<file path="config.mk">
export PLATFORM = sky130hd
export DESIGN_NAME = lcd_reader
export DESIGN_NICKNAME = d
export VERILOG_FILES = /design/src/rtl/lcd_reader.sv
export SDC_FILE = /design/constraint.sdc
export NUM_CORES = 1
export LEC_CHECK = 0
export ABC_AREA = 0
export CAP_MARGIN = 25
export CORE_MARGIN = 2
export CORE_UTILIZATION = 53
export CTS_CLUSTER_SIZE = 24
export DETAILED_ROUTE_END_ITERATION = 7
export GPL_TIMING_DRIVEN = 0
export PLACE_DENSITY = 0.83
export SKIP_CTS_REPAIR_TIMING = 1
export SLEW_MARGIN = 10
export SYNTH_ARGS = -nofsm -noshare
export SYNTH_HDL_FRONTEND = slang
export SYNTH_SLANG_ARGS = --single-unit
</file>
<file path="constraint.sdc">
create_clock -name iCLK -period 1.9 [get_ports iCLK]
set_input_delay 0.19 -clock iCLK [delete_from_list [all_inputs] [get_ports iCLK]]
set_output_delay 0.19 -clock iCLK [all_outputs]
set_load 0.02 [all_outputs]
</file>
<file path="src/rtl/lcd_reader.sv">
// lcd_reader: HD44780-style read-cycle engine.
// Performs a read (LCD_RW=1) of either the busy-flag/address byte (RS=0) or a
// DDRAM/CGRAM data byte (RS=1). In poll mode it re-reads the busy flag until
// it clears or POLL_MAX extra reads have been made.
//
// Ports:
//   iCLK      system clock
//   iRST      asynchronous reset, active-high
//   iRS       register select for the read, sampled at start
//   iPoll     busy-poll request, sampled at start, honoured only when iRS=0
//   iStart    rising edge launches a transaction (ignored while busy)
//   oDone     transaction complete, held until the next accepted start
//   oTimeout  poll ended with busy flag still set, valid with oDone
//   oBusy     block owns the LCD bus
//   oDATA     last byte sampled from the LCD
//   LCD_DATA  LCD data pins (input path from pad)
//   LCD_RW    1 during a transaction
//   LCD_EN    enable strobe
//   LCD_RS    latched register select
module lcd_reader #(
  parameter int unsigned CLK_Divide = 16,
  parameter int unsigned SETUP      = 2,
  parameter int unsigned HOLD       = 2,
  parameter int unsigned POLL_MAX   = 255
) (
  input  logic       iCLK,
  input  logic       iRST,
  input  logic       iRS,
  input  logic       iPoll,
  input  logic       iStart,
  output logic       oDone,
  output logic       oTimeout,
  output logic       oBusy,
  output logic [7:0] oDATA,
  input  logic [7:0] LCD_DATA,
  output logic       LCD_RW,
  output logic       LCD_EN,
  output logic       LCD_RS
);

  typedef enum logic [2:0] {StIdle, StSetup, StEnHi, StHold, StCheck} state_e;

  localparam logic [7:0] SetupLast = 8'(SETUP - 1);
  localparam logic [7:0] EnLast    = 8'(CLK_Divide - 1);
  localparam logic [7:0] HoldLast  = 8'(HOLD - 1);
  localparam logic [7:0] PollMax   = 8'(POLL_MAX);

  state_e     state_q, state_d;
  logic [7:0] cnt_q, cnt_d;
  logic [7:0] poll_cnt_q, poll_cnt_d;
  logic       poll_q, poll_d;
  logic       start_prev_q;
  logic       done_q, done_d;
  logic       timeout_q, timeout_d;
  logic       busy_q, busy_d;
  logic [7:0] data_q, data_d;
  logic       rw_q, rw_d;
  logic       en_q, en_d;
  logic       rs_q, rs_d;
  logic       start_edge;

  assign start_edge = iStart & ~start_prev_q;

  always_comb begin
    state_d    = state_q;
    cnt_d      = cnt_q;
    poll_cnt_d = poll_cnt_q;
    poll_d     = poll_q;
    done_d     = done_q;
    timeout_d  = timeout_q;
    busy_d     = busy_q;
    data_d     = data_q;
    rw_d       = rw_q;
    en_d       = en_q;
    rs_d       = rs_q;
    unique case (state_q)
      StIdle: begin
        if (start_edge) begin
          poll_d     = iPoll & ~iRS;
          rs_d       = iRS;
          rw_d       = 1'b1;
          busy_d     = 1'b1;
          done_d     = 1'b0;
          timeout_d  = 1'b0;
          poll_cnt_d = 8'd0;
          cnt_d      = 8'd0;
          state_d    = StSetup;
        end
      end
      StSetup: begin
        if (cnt_q == SetupLast) begin
          cnt_d   = 8'd0;
          en_d    = 1'b1;
          state_d = StEnHi;
        end else begin
          cnt_d = cnt_q + 8'd1;
        end
      end
      StEnHi: begin
        if (cnt_q == EnLast) begin
          // Sample on the same edge EN falls, so the pad is read while EN is still high.
          cnt_d   = 8'd0;
          en_d    = 1'b0;
          data_d  = LCD_DATA;
          state_d = StHold;
        end else begin
          cnt_d = cnt_q + 8'd1;
        end
      end
      StHold: begin
        if (cnt_q == HoldLast) begin
          cnt_d   = 8'd0;
          state_d = StCheck;
        end else begin
          cnt_d = cnt_q + 8'd1;
        end
      end
      StCheck: begin
        if (poll_q && data_q[7] && (poll_cnt_q < PollMax)) begin
          poll_cnt_d = poll_cnt_q + 8'd1;
          state_d    = StSetup;
        end else begin
          timeout_d = poll_q & data_q[7];
          done_d    = 1'b1;
          busy_d    = 1'b0;
          rw_d      = 1'b0;
          state_d   = StIdle;
        end
      end
      default: state_d = StIdle;
    endcase
  end

  always_ff @(posedge iCLK or posedge iRST) begin
    if (iRST) begin
      state_q      <= StIdle;
      cnt_q        <= 8'd0;
      poll_cnt_q   <= 8'd0;
      poll_q       <= 1'b0;
      start_prev_q <= 1'b0;
      done_q       <= 1'b0;
      timeout_q    <= 1'b0;
      busy_q       <= 1'b0;
      data_q       <= 8'h00;
      rw_q         <= 1'b0;
      en_q         <= 1'b0;
      rs_q         <= 1'b0;
    end else begin
      state_q      <= state_d;
      cnt_q        <= cnt_d;
      poll_cnt_q   <= poll_cnt_d;
      poll_q       <= poll_d;
      start_prev_q <= iStart;
      done_q       <= done_d;
      timeout_q    <= timeout_d;
      busy_q       <= busy_d;
      data_q       <= data_d;
      rw_q         <= rw_d;
      en_q         <= en_d;
      rs_q         <= rs_d;
    end
  end

  assign oDone    = done_q;
  assign oTimeout = timeout_q;
  assign oBusy    = busy_q;
  assign oDATA    = data_q;
  assign LCD_RW   = rw_q;
  assign LCD_EN   = en_q;
  assign LCD_RS   = rs_q;

endmodule
</file>
==> reports/qor.txt <==
Die area: 0.00371 sq mm
Seq/Total Area, Yosys: 0.496
Hpwl dp: 2650 microns
Most used cell, CP: buf_6
CTS clk-pin slew, worst paths: 0.11 ns
CTS tree: built
DP Cell Count: 237
FMAX: 542 MHz
Post-route minimum period: 1.84 ns
Final instance area: 0.00218 sq mm
Net Count, Synth: 182
Initial antenna violation count: 0
Final Hold Fails: 0
Hold WC Path Type: in -> async
Yosys cell types: 43
GR Overflow Total: 0
Setup_tns: 0 ns
Top Ports: 27
Post-route ant nets: 0
Highest metal used: met4
CP arrival: 2.07 ns
Final setup vio count: 0
Clock Latency Late Sink: 0.34 ns
Met1 Wirelength: 1490 microns
H-tree lvl count: 2
Worst reg2reg startpoint: state_q[1]$_DFFE_PP0P_
Slowest CP cell: dfrtp_1
Slew Viols, Final: 0
RSZ-0062 raised after global routing: false
WP data required: 2.13 ns
WL final: 3720 microns
Dominant synthesized flop cell: dfrtp_1
Crit path from: state_q[1]$_DFFE_PP0P_
Clk sinks: 34
Async set-reset flop share out of synthesis: 1.00
Status: finished, final reports clean
DR vias: 1416
Finished Core Util: 0.710
All-Layer GR Usage: 0.219
Mapped Avg Cell Area: 10.3 sq um
Drt drc: 0
Worst-Margin Slew: 0.640 ns
CTS max path bufs: 2
Critical path class: reg -> reg
Met3 routed WL: 186 microns
Synth Register Bits: 34
Non-Filler Instances: 247
Chip Height: 60.9 microns
WL/cell: 15.1 microns
CP max FO: 10
Initial Utilization: 0.557
Mapped Area: 0.00172 sq mm
Starting DRT DRC Count: 97
Ys Warns: 0
Final period util: 0.971
Largest net degree at the start of global routing: 22
Max-cap violations: 0
Final WS setup: 0.0558 ns
Worst setup EP type: register
Layout Nets: 218
Worst stage delay on the critical path: 0.38 ns
Post-synth EDFFs: 0
Placed instance area: 0.00206 sq mm
Vias/cell: 5.73
Worst VDD drop: 0.676 mV
Area grow syn2layout: 27.4%
Crit path cell chain: buf_6 -> or2_4 -> or3_4 -> buf_6 -> and2_4 -> a211o_1
First-pass GRT wire length: 5910 microns
Diodes inserted: 0
LEAKAGE: 0.944 nW
Layout cells sized above 1: 0.197
Post-Syn Instances: 166
Min Hold Slack: 0.224 ns
Core area: 0.00308 sq mm
Pre-CTS WS: -0.189 ns
Gpl congestion: 0.836
Startpoint Class: register
Pwr Total: 2.31 mW
Inserted Clock Buffers: 5
Via count of the first global-routing pass: 1399
Number of port buffers: 26
Worst Clk Skew: 0.00911 ns
Root Driver: clkbuf_4
Die span in x: 60.9 microns
PwrDens: 1060 mW/mm^2
1st-pass router iterations: 4
Standard-cell rows: 20
Relative slew slack: 0.573
WL met2: 1980 microns
metal layers:
metal  vias to the layer above  GRT usage
met4                         0     0.0963
met2                        51      0.381
li1                        675          -
met3                         7     0.0597
met1                       683      0.252
met5                         -          0
flip-flops by register name (all words and copies together) (netlist names):
signal and cells:
LCD_EN 1, LCD_RS 1, LCD_RW 1, cnt_q 8, oDATA 8, oDone 1, oTimeout 1, poll_cnt_q 8
poll_q 1, start_prev_q 1, state_q 3
area by class of cell:
type / count / area, sq um
Multi-Input combinational cell: 121 / 847
Inverter: 4 / 15.0
Clock inverter: 1 / 5.00
Timing Repair Buffer: 29 / 303
Buffer: 7 / 52.6
Clock buffer: 7 / 55.1
Fill cell: 238 / 893
Sequential cell: 34 / 852
Tap cell: 44 / 55.1
placed cells by master (no fill, tap or decap), drive strengths merged, types with 2 or more instances in the layout:
cell type,netlist,layout
or3,3,3
nand2b,3,3
inv,4,4
a211oi,2,2
a21o,6,6
a22oi,2,2
clkbuf,3,10
and2,3,3
o211ai,3,3
or2b,2,2
ha,3,3
or2,3,3
nor3,4,4
o31ai,2,2
a21oi,4,4
nand3,12,12
mux2,10,10
o21ai,14,14
a211o,2,2
nand2,19,19
clkdlybuf4s50,0,26
a2111oi,2,2
dfrtp,34,34
or4,2,2
nor2,8,8
nand4,3,3
buf,4,7
report_power, final:
group | switching, mW | total, mW | internal [mW] | leakage [nW]
clock | 0.242 | 0.421 | 0.179 | 0.0353
combinational | 0.453 | 0.869 | 0.416 | 0.477
sequential | 0.151 | 1.02 | 0.868 | 0.432
worst max-delay path, delay by kind of cell (launching register included):
kind                   cells  cell delay [ns]
AO/OA/AOI/OAI              1             0.29
buffers and inverters      2             0.28
flip-flops                 1             0.38
AND/OR/NAND/NOR            3             0.77
cells in the mapped netlist, types with 4 or more instances:
master | number | area, sq um
nand2_1 | 19 | 71.3
a21oi_1 | 4 | 20.0
nor2_1 | 8 | 30.0
inv_1 | 4 | 15.0
nor3_1 | 4 | 20.0
nand3_1 | 11 | 55.1
mux2_2 | 10 | 113
dfrtp_1 | 34 | 851
o21ai_0 | 14 | 70.1
logic make-up (layout without fill, tap and decap cells):
group,after synthesis,after routing,synth area share
XOR/XNOR,1,1,0.00511
flip-flops,34,34,0.496
multiplexers,11,11,0.0715
AO/OA/AOI/OAI,38,38,0.149
buffers and inverters,11,48,0.0394
adder cells (fa/ha/maj),3,3,0.0219
AND/OR/NAND/NOR,68,68,0.217
path summary, 6_finish.rpt:
| path | to | slack, ns | cells after the start |
|---|---|---|---|
| max in group asynchronous | state_q[0]$_DFFE_PP0P_ | 1.14 | 3 |
| hold / removal | oDATA[4]$_DFFE_PP0P_ | 0.22 | 2 |
| setup reg to reg | poll_cnt_q[3]$_DFFE_PP0P_ | 0.06 | 6 |
| setup / recovery | poll_cnt_q[3]$_DFFE_PP0P_ | 0.06 | 6 |
| hold reg to reg | LCD_EN$_DFFE_PP0P_ | 0.49 | 1 |
| min in group iCLK | start_prev_q$_DFF_PP0_ | 0.31 | 1 |
(Power assumes the default switching activity.)
==> RTL edit, RTL diff (same settings) <==
Register the output `LCD_EN` once more, with the module's reset; this adds one clock of latency there. The other outputs are not delayed to match.
--- a/src/rtl/lcd_reader.sv
+++ b/src/rtl/lcd_reader.sv
@@ -168,3 +168,9 @@
   assign LCD_RW   = rw_q;
-  assign LCD_EN   = en_q;
+  always_ff @(posedge iCLK or posedge iRST) begin
+    if (iRST) begin
+      LCD_EN <= '0;
+    end else begin
+      LCD_EN <= en_q;
+    end
+  end
   assign LCD_RS   = rs_q;
Function: changed (Yosys sat finds a counterexample within 4 cycles, from zero or initial values and one cycle with iRST high).
==> RTL edit against the original RTL <==
- synthesized area up 2.5%
- first-iteration DRC count fell by 30%
- power is 5.4% higher
- fmax grew 6.1%
- hold slack better by 0.051 ns
- sequential cell count is 1 higher
- routed wire length fell by 0.40%
- design area decreased by 1.4%
- worst setup slack better by 0.11 ns
==> RTL edit: results (changes against the original RTL) <==
sequential-to-total area share from yosys stat=0.4982 (+0.002232); share of cells above drive strength 1=0.1709 (-0.02619); Vias/cell=5.774 (+0.71%); largest net degree at the start of global routing=36 (+64%); Pre-antenna DRT Iters=4 (unchanged); first-pass GRT wire length=6161 microns (+4.3%); vias in the first global route=1463 (+4.6%); nets@finish=215 (-1.4%); top sig layer=met4; status=finished, final reports clean; Synthesis Warnings=0 (unchanged); syn_nets=181 (-0.55%); met3 wire len=159 microns (-15%); GRT Util Overall=0.2229 (+0.003694); Leak=0.9296 nW (-1.6%); ranking of synthesized cells by area=dfrtp_1 50%, mux2_4 6.8%, nand2_1 4.9%; filler cell count=223 (-6.3%); max_slew headroom=0.5373 (-0.03560); CTS Buf Count=5 (unchanged); Longest Clk Path Bufs=2 (unchanged); Mapped Avg Cell Area=10.65 sq um (+3.1%); met2 routed WL=1907 microns (-3.5%); worst vdd ir=741.4 uV (+9.7%); initial antenna violation count=0 (unchanged); asr flop ratio synth=1.000 (unchanged); Metal-1 WL=1602 microns (+7.2%); Net Sw Power=0.9379 mW (+11%); Setup WS pre-CTS=-0.1573 ns (+0.03178 ns); Non-Filler Instances=243 (-1.6%); crit path DAT=1.96 ns (-0.11 ns); clock slew at reported path FFs=0.10 ns; Fin Clk Skew=0.005868 ns (-0.003246 ns); Post-synth top flop=dfrtp_1; Synth cell types=41 (-4.7%); # port buffers=26 (unchanged); Initial DRC Count=68 (-30%); CTS HTree Levels=2 (unchanged); most frequent cells after synthesis=35 x dfrtp_1, 23 x nand2_1, 11 x nand3_1; DR DRC count=0 (unchanged); Final HPWL DP=2724 microns (+2.8%); Max FO, Critical Path=8 (-2); routed length per placed instance=15.25 microns (+1.2%); Final Wtd Congestion=0.8744 (+4.6%); clk_lat worst skew=0.34 ns (about the same)
[RTL edit: kinds of logic after synthesis]
group,synth area share
muxes,0.08541
buffers and inverters,0.03416
AOI/OAI and AO/OA,0.1594
xor gates and xnor gates,0.004983
DFF,0.4982
and+or+nand+nor,0.1964
adders and majority gates,0.02135
[RTL edit: path summary, 6_finish.rpt]
check	start	depth (start not counted)	slack, ns	to
hold / removal	iRST	2	0.27	oDATA[4]$_DFFE_PP0P_
setup reg to reg	cnt_q[4]$_DFFE_PP0P_	4	0.16	oDATA[2]$_DFFE_PP0P_
max in group asynchronous	iRST	2	1.18	cnt_q[6]$_DFFE_PP0P_
hold reg to reg	en_q$_DFFE_PP0P_	0	0.42	LCD_EN$_DFF_PP0_
setup / recovery	cnt_q[4]$_DFFE_PP0P_	4	0.16	oDATA[2]$_DFFE_PP0P_
min in group iCLK	iStart	1	0.32	start_prev_q$_DFF_PP0_
[RTL edit: cell type report]
class | instances | share of cell area
inverter | 7 | 0.01220
clock inverter | 1 | 0.002324
tap | 44 | 0.02557
multi-input combinational | 119 | 0.3905
sequential | 35 | 0.4067
clock buffer | 6 | 0.02382
buffer | 4 | 0.01569
timing repair buffer | 27 | 0.1232
[RTL edit: metrics by stage]
stage	power, mW	instance area [sq um]	setup TNS, ns
final	2.435	2153	0
after global routing	2.607	2153	0
after CTS	2.427	2130	-0.04183
after detailed placement	2.014	2073	-0.3586
after global placement	1.951	2073	-0.06918
after floorplan	1.700	1758	0
[RTL edit: per-layer routing]
metal,GRT usage,up-vias
met5,0,-
met3,0.06933,6
met2,0.3729,35
met1,0.2607,684
li1,-,678
met4,0.1033,0
[RTL edit: power groups by stage]
stage | Clock, mW | Sequential (mW) | Combinational, mW
3_3_place_gp | 0 | 1.09 | 0.864
6_report | 0.411 | 1.10 | 0.924
2_1_floorplan | 0 | 1.13 | 0.575
4_1_cts | 0.425 | 1.09 | 0.912
5_1_grt | 0.459 | 1.13 | 1.02
3_5_place_dp | 0 | 1.11 | 0.908
[RTL edit: critical path: stages (launching register included)]
cell and delay [ns]:
dfrtp_1 0.45, or4_4 0.59, nor2_4 0.14, nand2_4 0.13, mux2_4 0.32
